### config.mk
export PLATFORM = sky130hd
export DESIGN_NAME = model_linear_controller_engine_flat
export DESIGN_NICKNAME = d
export VERILOG_FILES = /design/src/rtl/model_linear_controller_engine_pkg.sv /design/src/rtl/model_linear_controller_engine_if.sv /design/src/rtl/model_linear_controller_engine_mac.sv /design/src/rtl/model_linear_controller_engine.sv /design/src/flat_wrapper.sv
export SDC_FILE = /design/constraint.sdc
export NUM_CORES = 1
export LEC_CHECK = 0
export ABC_AREA = 1
export BUFFER_PORTS_ARGS = -buffer_cell sky130_fd_sc_hd__buf_4
export CORE_MARGIN = 4
export CORE_UTILIZATION = 56
export CTS_CLUSTER_DIAMETER = 30
export DETAILED_ROUTE_END_ITERATION = 10
export PLACE_DENSITY = 0.72
export SETUP_SLACK_MARGIN = 0.5
export SYNTH_ARGS = -nofsm -noshare
export SYNTH_HDL_FRONTEND = slang
export SYNTH_SLANG_ARGS = --single-unit
### constraint.sdc
create_clock -name clk_i -period 5.5 [get_ports clk_i]
set_input_delay 0.825 -clock clk_i [delete_from_list [all_inputs] [get_ports clk_i]]
set_output_delay 0.825 -clock clk_i [all_outputs]
set_load 0.1 [all_outputs]
### src/rtl/model_linear_controller_engine_pkg.sv
// Shared linear-controller definitions: default widths, control constants, FSM encoding.
package model_linear_controller_engine_pkg;

  localparam int DATA_SIZE    = 16;
  localparam int CONTROL_SIZE = 4;

  localparam logic ZERO = 1'b0;
  localparam logic ONE  = 1'b1;

  typedef enum logic [2:0] {
    STATE_IDLE       = 3'd0,
    STATE_LOAD_X     = 3'd1,
    STATE_LOAD_B     = 3'd2,
    STATE_ACCUMULATE = 3'd3,
    STATE_EMIT       = 3'd4
  } state_t;

endpackage

### src/rtl/model_linear_controller_engine_if.sv
// Stream interface of the linear controller: run control, x/b/W element strobes, result strobe.
interface model_linear_controller_engine_if #(
  parameter int DATA_SIZE    = model_linear_controller_engine_pkg::DATA_SIZE,
  parameter int CONTROL_SIZE = model_linear_controller_engine_pkg::CONTROL_SIZE
);

  logic                    start;
  logic [CONTROL_SIZE-1:0] size_x_in;
  logic [CONTROL_SIZE-1:0] size_l_in;
  logic                    x_in_enable;
  logic [DATA_SIZE-1:0]    x_in;
  logic                    b_in_enable;
  logic [DATA_SIZE-1:0]    b_in;
  logic                    w_in_enable;
  logic [DATA_SIZE-1:0]    w_in;
  logic                    h_out_enable;
  logic [DATA_SIZE-1:0]    h_out;
  logic                    ready;

  modport master (
    output start, size_x_in, size_l_in,
    output x_in_enable, x_in, b_in_enable, b_in, w_in_enable, w_in,
    input  h_out_enable, h_out, ready
  );

  modport slave (
    input  start, size_x_in, size_l_in,
    input  x_in_enable, x_in, b_in_enable, b_in, w_in_enable, w_in,
    output h_out_enable, h_out, ready
  );

endinterface

### src/rtl/model_linear_controller_engine_mac.sv
// Combinational multiply-add acc + w*x, product and sum wrapped to DATA_SIZE bits.
module model_linear_controller_mac #(
  parameter int DATA_SIZE = 16
) (
  input  logic signed [DATA_SIZE-1:0] acc_i,
  input  logic signed [DATA_SIZE-1:0] w_i,
  input  logic signed [DATA_SIZE-1:0] x_i,
  output logic signed [DATA_SIZE-1:0] sum_o
);

  logic signed [DATA_SIZE-1:0] prod;

  always_comb begin
    prod  = w_i * x_i;
    sum_o = acc_i + prod;
  end

endmodule

### src/rtl/model_linear_controller_engine.sv
// Streaming h = b + W*x engine: buffers x once, then per row takes one bias and SIZE_X weights.
module model_linear_controller_engine #(
  parameter int DATA_SIZE    = model_linear_controller_engine_pkg::DATA_SIZE,
  parameter int CONTROL_SIZE = model_linear_controller_engine_pkg::CONTROL_SIZE
) (
  input  logic                              clk_i,
  input  logic                              rst_i,
  model_linear_controller_engine_if.slave   eng_if
);

  import model_linear_controller_engine_pkg::*;

  localparam int DEPTH = 2 ** CONTROL_SIZE;

  typedef logic [CONTROL_SIZE-1:0] cnt_t;
  localparam cnt_t CNT_ONE = cnt_t'(1);

  state_t               state_q, state_d;
  cnt_t                 size_x_q, size_l_q;
  cnt_t                 col_q, row_q;
  logic [DATA_SIZE-1:0] acc_q;
  logic [DATA_SIZE-1:0] h_out_q;
  logic                 zero_rdy_q;
  logic [DATA_SIZE-1:0] xbuf_q [DEPTH];
  logic [DATA_SIZE-1:0] mac_sum;

  logic start_acc, zero_size, x_acc, b_acc, w_acc, last_col, last_row;

  always_comb begin
    start_acc = (state_q == STATE_IDLE) && eng_if.start;
    zero_size = (eng_if.size_x_in == '0) || (eng_if.size_l_in == '0);
    x_acc     = (state_q == STATE_LOAD_X) && eng_if.x_in_enable;
    b_acc     = (state_q == STATE_LOAD_B) && eng_if.b_in_enable;
    w_acc     = (state_q == STATE_ACCUMULATE) && eng_if.w_in_enable;
    last_col  = (col_q == size_x_q - CNT_ONE);
    last_row  = (row_q == size_l_q - CNT_ONE);
  end

  model_linear_controller_mac #(
    .DATA_SIZE (DATA_SIZE)
  ) u_mac (
    .acc_i (acc_q),
    .w_i   (eng_if.w_in),
    .x_i   (xbuf_q[col_q]),
    .sum_o (mac_sum)
  );

  always_ff @(posedge clk_i) begin
    if (rst_i) begin
      state_q <= STATE_IDLE;
    end else begin
      state_q <= state_d;
    end
  end

  always_comb begin
    state_d = state_q;
    unique case (state_q)
      STATE_IDLE:       if (start_acc && !zero_size) state_d = STATE_LOAD_X;
      STATE_LOAD_X:     if (x_acc && last_col)       state_d = STATE_LOAD_B;
      STATE_LOAD_B:     if (b_acc)                   state_d = STATE_ACCUMULATE;
      STATE_ACCUMULATE: if (w_acc && last_col)       state_d = STATE_EMIT;
      STATE_EMIT:       state_d = last_row ? STATE_IDLE : STATE_LOAD_B;
      default:          state_d = STATE_IDLE;
    endcase
  end

  always_ff @(posedge clk_i) begin
    if (rst_i) begin
      size_x_q   <= '0;
      size_l_q   <= '0;
      col_q      <= '0;
      row_q      <= '0;
      acc_q      <= '0;
      h_out_q    <= '0;
      zero_rdy_q <= 1'b0;
    end else begin
      // a zero-length run never leaves IDLE; it only produces the READY pulse
      zero_rdy_q <= start_acc && zero_size;
      if (start_acc) begin
        size_x_q <= eng_if.size_x_in;
        size_l_q <= eng_if.size_l_in;
        col_q    <= '0;
        row_q    <= '0;
      end
      if (x_acc || w_acc) begin
        col_q <= last_col ? '0 : col_q + CNT_ONE;
      end
      if (b_acc) begin
        acc_q <= eng_if.b_in;
      end
      if (w_acc) begin
        acc_q <= mac_sum;
        if (last_col) h_out_q <= mac_sum;
      end
      if (state_q == STATE_EMIT) begin
        row_q <= last_row ? '0 : row_q + CNT_ONE;
      end
    end
  end

  always_ff @(posedge clk_i) begin
    if (x_acc) begin
      xbuf_q[col_q] <= eng_if.x_in;
    end
  end

  always_comb begin
    eng_if.h_out        = h_out_q;
    eng_if.h_out_enable = ZERO;
    eng_if.ready        = zero_rdy_q;
    if (state_q == STATE_EMIT) begin
      eng_if.h_out_enable = ONE;
      if (last_row) eng_if.ready = ONE;
    end
  end

endmodule

### src/flat_wrapper.sv
// flat-port wrapper written by rule: the top's interface ports become plain ports
module model_linear_controller_engine_flat import model_linear_controller_engine_pkg::*;
#(
  parameter int DATA_SIZE    = model_linear_controller_engine_pkg::DATA_SIZE,
  parameter int CONTROL_SIZE = model_linear_controller_engine_pkg::CONTROL_SIZE
)
  (clk_i, rst_i, eng_if_start, eng_if_size_x_in, eng_if_size_l_in, eng_if_x_in_enable, eng_if_x_in, eng_if_b_in_enable, eng_if_b_in, eng_if_w_in_enable, eng_if_w_in, eng_if_h_out_enable, eng_if_h_out, eng_if_ready);
  model_linear_controller_engine_if #(.DATA_SIZE(DATA_SIZE), .CONTROL_SIZE(CONTROL_SIZE)) eng_if_i ();
  input  logic clk_i;
  input  logic rst_i;
  input wire logic [$bits(eng_if_i.start)-1:0] eng_if_start;
  input wire logic [$bits(eng_if_i.size_x_in)-1:0] eng_if_size_x_in;
  input wire logic [$bits(eng_if_i.size_l_in)-1:0] eng_if_size_l_in;
  input wire logic [$bits(eng_if_i.x_in_enable)-1:0] eng_if_x_in_enable;
  input wire logic [$bits(eng_if_i.x_in)-1:0] eng_if_x_in;
  input wire logic [$bits(eng_if_i.b_in_enable)-1:0] eng_if_b_in_enable;
  input wire logic [$bits(eng_if_i.b_in)-1:0] eng_if_b_in;
  input wire logic [$bits(eng_if_i.w_in_enable)-1:0] eng_if_w_in_enable;
  input wire logic [$bits(eng_if_i.w_in)-1:0] eng_if_w_in;
  output wire logic [$bits(eng_if_i.h_out_enable)-1:0] eng_if_h_out_enable;
  output wire logic [$bits(eng_if_i.h_out)-1:0] eng_if_h_out;
  output wire logic [$bits(eng_if_i.ready)-1:0] eng_if_ready;
  assign eng_if_i.start = eng_if_start;
  assign eng_if_i.size_x_in = eng_if_size_x_in;
  assign eng_if_i.size_l_in = eng_if_size_l_in;
  assign eng_if_i.x_in_enable = eng_if_x_in_enable;
  assign eng_if_i.x_in = eng_if_x_in;
  assign eng_if_i.b_in_enable = eng_if_b_in_enable;
  assign eng_if_i.b_in = eng_if_b_in;
  assign eng_if_i.w_in_enable = eng_if_w_in_enable;
  assign eng_if_i.w_in = eng_if_w_in;
  assign eng_if_h_out_enable = eng_if_i.h_out_enable;
  assign eng_if_h_out = eng_if_i.h_out;
  assign eng_if_ready = eng_if_i.ready;
  model_linear_controller_engine #(.DATA_SIZE(DATA_SIZE), .CONTROL_SIZE(CONTROL_SIZE)) u_core (.clk_i(clk_i), .rst_i(rst_i), .eng_if(eng_if_i));
endmodule
==> run summary <==
Worst Skew = 17.2 ps
Buffers on Ports = 79
Reg2reg end = u_core.eng_if.h_out[15]
Kind of critical path = reg2reg
Congestion Overflow GR = 0
# IOs = 80
Post-layout instance area = 23,300 µm²
Critical path fanouts, max = 13
Worst path bufs/invs = 9
Placement Setup Slack = -764 ps
Vias after detailed routing = 14,400
CTS tree = yes
Routed WL = 50,200 µm
Post-synth top flop = edfxtp_1
RSZ-0062 raised after global routing = yes
Worst r2r path cells = 32
Layout Utilization = 74.1%
Worst Hold Path EP = u_core.eng_if.h_out[1]
Count leader, synth = nand2_1
Hold Slack = 472 ps
Cell taking the most area after synthesis = edfxtp_1
Crit path max-delay cell type = fa_1
Top post-synthesis cells by count = 345 x nand2_1, 328 x inv_1, 256 x edfxtp_1, 252 x nor2_1, 143 x nand3_1
Vias/cell = 5.48
Worst-margin pin slew = 813 ps
CTS root buffer = clkbuf_16
Post-cts hold buffer count = 0
Largest net degree at the start of global routing = 28
First-pass GRT wire length = 75,700 µm
Clk sinks = 312
DR iter-0 viols = 1,366
Clock Tree Buf Depth = 3
Vert. Die Dim = 186 µm
Gr usage total = 27.3%
Ys async rst share = 0%
Status = finished with violations
Gate count after technology mapping = 1,881
Setup-failing EPs final = 16
Sequential area share after synthesis = 49.4%
Flop-to-flop setup slack = -710 ps
Avg Inst Size Synth = 9.48 µm²
Final setup margin = -706 ps
Most used cell along the critical path = fa_1
Synth Register Bits = 312
Antenna viol nets, final = 0
Max Cap Viol = 0
Synth cell types = 47
Placed Area = 20,200 µm²
Layout overhead on the synthesized area = 30.7%
Drt pass-1 iters = 5
Clock buffer count from CTS = 52
Final Hold Fails = 0
Dpl hpwl = 32,900 µm
Post-synth top area share = 43.1%
Slowest Stage Delay on Critical Path = 560 ps
Failing checks = setup timing
Avg WL per Cell = 19.2 µm
Die area = 34,800 µm²
Family with the most delay on the worst path = adder cells
Vias in the first global route = 14,300
Initial antenna violation count = 2
FP Rows = 65
Core area = 31,500 µm²
Worst Setup Start Kind = register
Syn_nets = 2,109
Min-Delay Path Depth = 2
Crit path required time = 5940 ps
Worst EP arrival = 6650 ps
Number of synthesis warnings = 0
Synth Cell Area = 17,800 µm²
Slew HR = 45.7%
Residual DRC count = 0
Min-Delay Startpoint = u_core.eng_if.h_out[1]
Fmax = 161 MHz
H-Tree Depth = 2
Placer Congestion = 0.916
Synth area leaders = edfxtp_1 43%, fa_1 10%, nand2_1 7.3%, inv_1 6.9%, dfxtp_1 6.3%
Layout cell share with drive strength beyond 1 = 27.4%
Final Critical Period = 6210 ps
Hold crit path type = reg2reg
Nets = 2,408
Fin crit share = 113%
Clk_lat worst skew = 550 ps
EDFF count, synth = 256
Max-slew violations = 0
Starting Density = 56.7%
Die width = 186 µm
CP Capture Type = register
Clk slew on worst S/H paths = 60 ps
-- cell families after synthesis --
logic type	count (synthesis)	share of synthesized area [%]
AO/OA/AOI/OAI	193	6.08
XOR/XNOR	31	1.52
adder cells (fa/ha/maj)	166	15.6
buffers and inverters	409	9.72
flip-flops	312	49.4
AND/OR/NAND/NOR	770	17.7
-- tightest hold or removal path, cell delays in order, from the launching register on --
cell and delay [ps]:
dfxtp_1 310, nand2_1 60, a21oi_1 50
-- registers in the layout, indices dropped and copies added (netlist names), named ones only --
| register | flops |
|---|---|
| u_core.row_q | 4 |
| u_core.acc_q | 16 |
| u_core.eng_if.h_out | 16 |
| u_core.col_q | 4 |
| u_core.state_q | 3 |
| u_core.xbuf_q | 256 |
| u_core.size_l_q | 4 |
| u_core.size_x_q | 4 |
| u_core.zero_rdy_q | 1 |
-- worst max path at each step --
stage                     startpoint                      end  slack (ps)  cells past startpoint
after global placement      register         u_core.acc_q[14]        -680                     27
final                       register  u_core.eng_if.h_out[15]        -710                     32
after detailed placement    register         u_core.acc_q[14]        -760                     27
after floorplan             register  u_core.eng_if.h_out[15]        -100                     36
after global routing        register  u_core.eng_if.h_out[15]        -970                     34
after CTS                   register         u_core.acc_q[14]        -580                     29
-- per-layer routing --
metal  wire [µm]  up-vias  GRT usage (%)
met4        1910        2           10.3
met3        3890      139           4.77
met1       19900     6914           36.0
met2       24500      647           45.7
met5           9        -              0
li1            -     6655              -
-- layout make-up --
cell class / count / area [µm²]
Antenna cell: 2 / 5.00
Clock buffer: 65 / 1440
Clock inverter: 27 / 289
Fill cell: 2018 / 8160
Inverter: 340 / 1320
Multi-Input combinational cell: 1160 / 8160
Sequential cell: 312 / 8820
Tap cell: 402 / 503
Timing Repair Buffer: 312 / 2760
Timing Repair inverter: 2 / 18.8
-- cells in the final DEF (no fill, tap or decap), types with 48 or more instances in the layout --
cell / instances
ha_1: 52
buf_4: 262
dfxtp_1: 54
nor2_1: 192
nand3_1: 132
edfxtp_1: 256
nor2_2: 51
inv_1: 296
o21ai_1: 48
nand2_1: 327
clkbuf_16: 58
fa_1: 86
-- repair_timing --
| action | 4_1_cts | 5_1_grt |
|---|---|---|
| resized for setup | 70 | 177 |
| pin swaps | 23 | 76 |
| gates cloned | 3 | 5 |
| setup buffers | 15 | 31 |
| endpoints found under the setup margin | 23 | 23 |
-- through the flow --
stage	setup TNS, ps	std cells
3_3_place_gp	-4560	2474
6_report	-7030	2622
2_1_floorplan	-254	1881
5_1_grt	-10740	2621
3_5_place_dp	-5880	2474
4_1_cts	-4600	2584
Power is not shown: default switching activity piles up to over one toggle a cycle in this logic, so the estimate is an artifact.
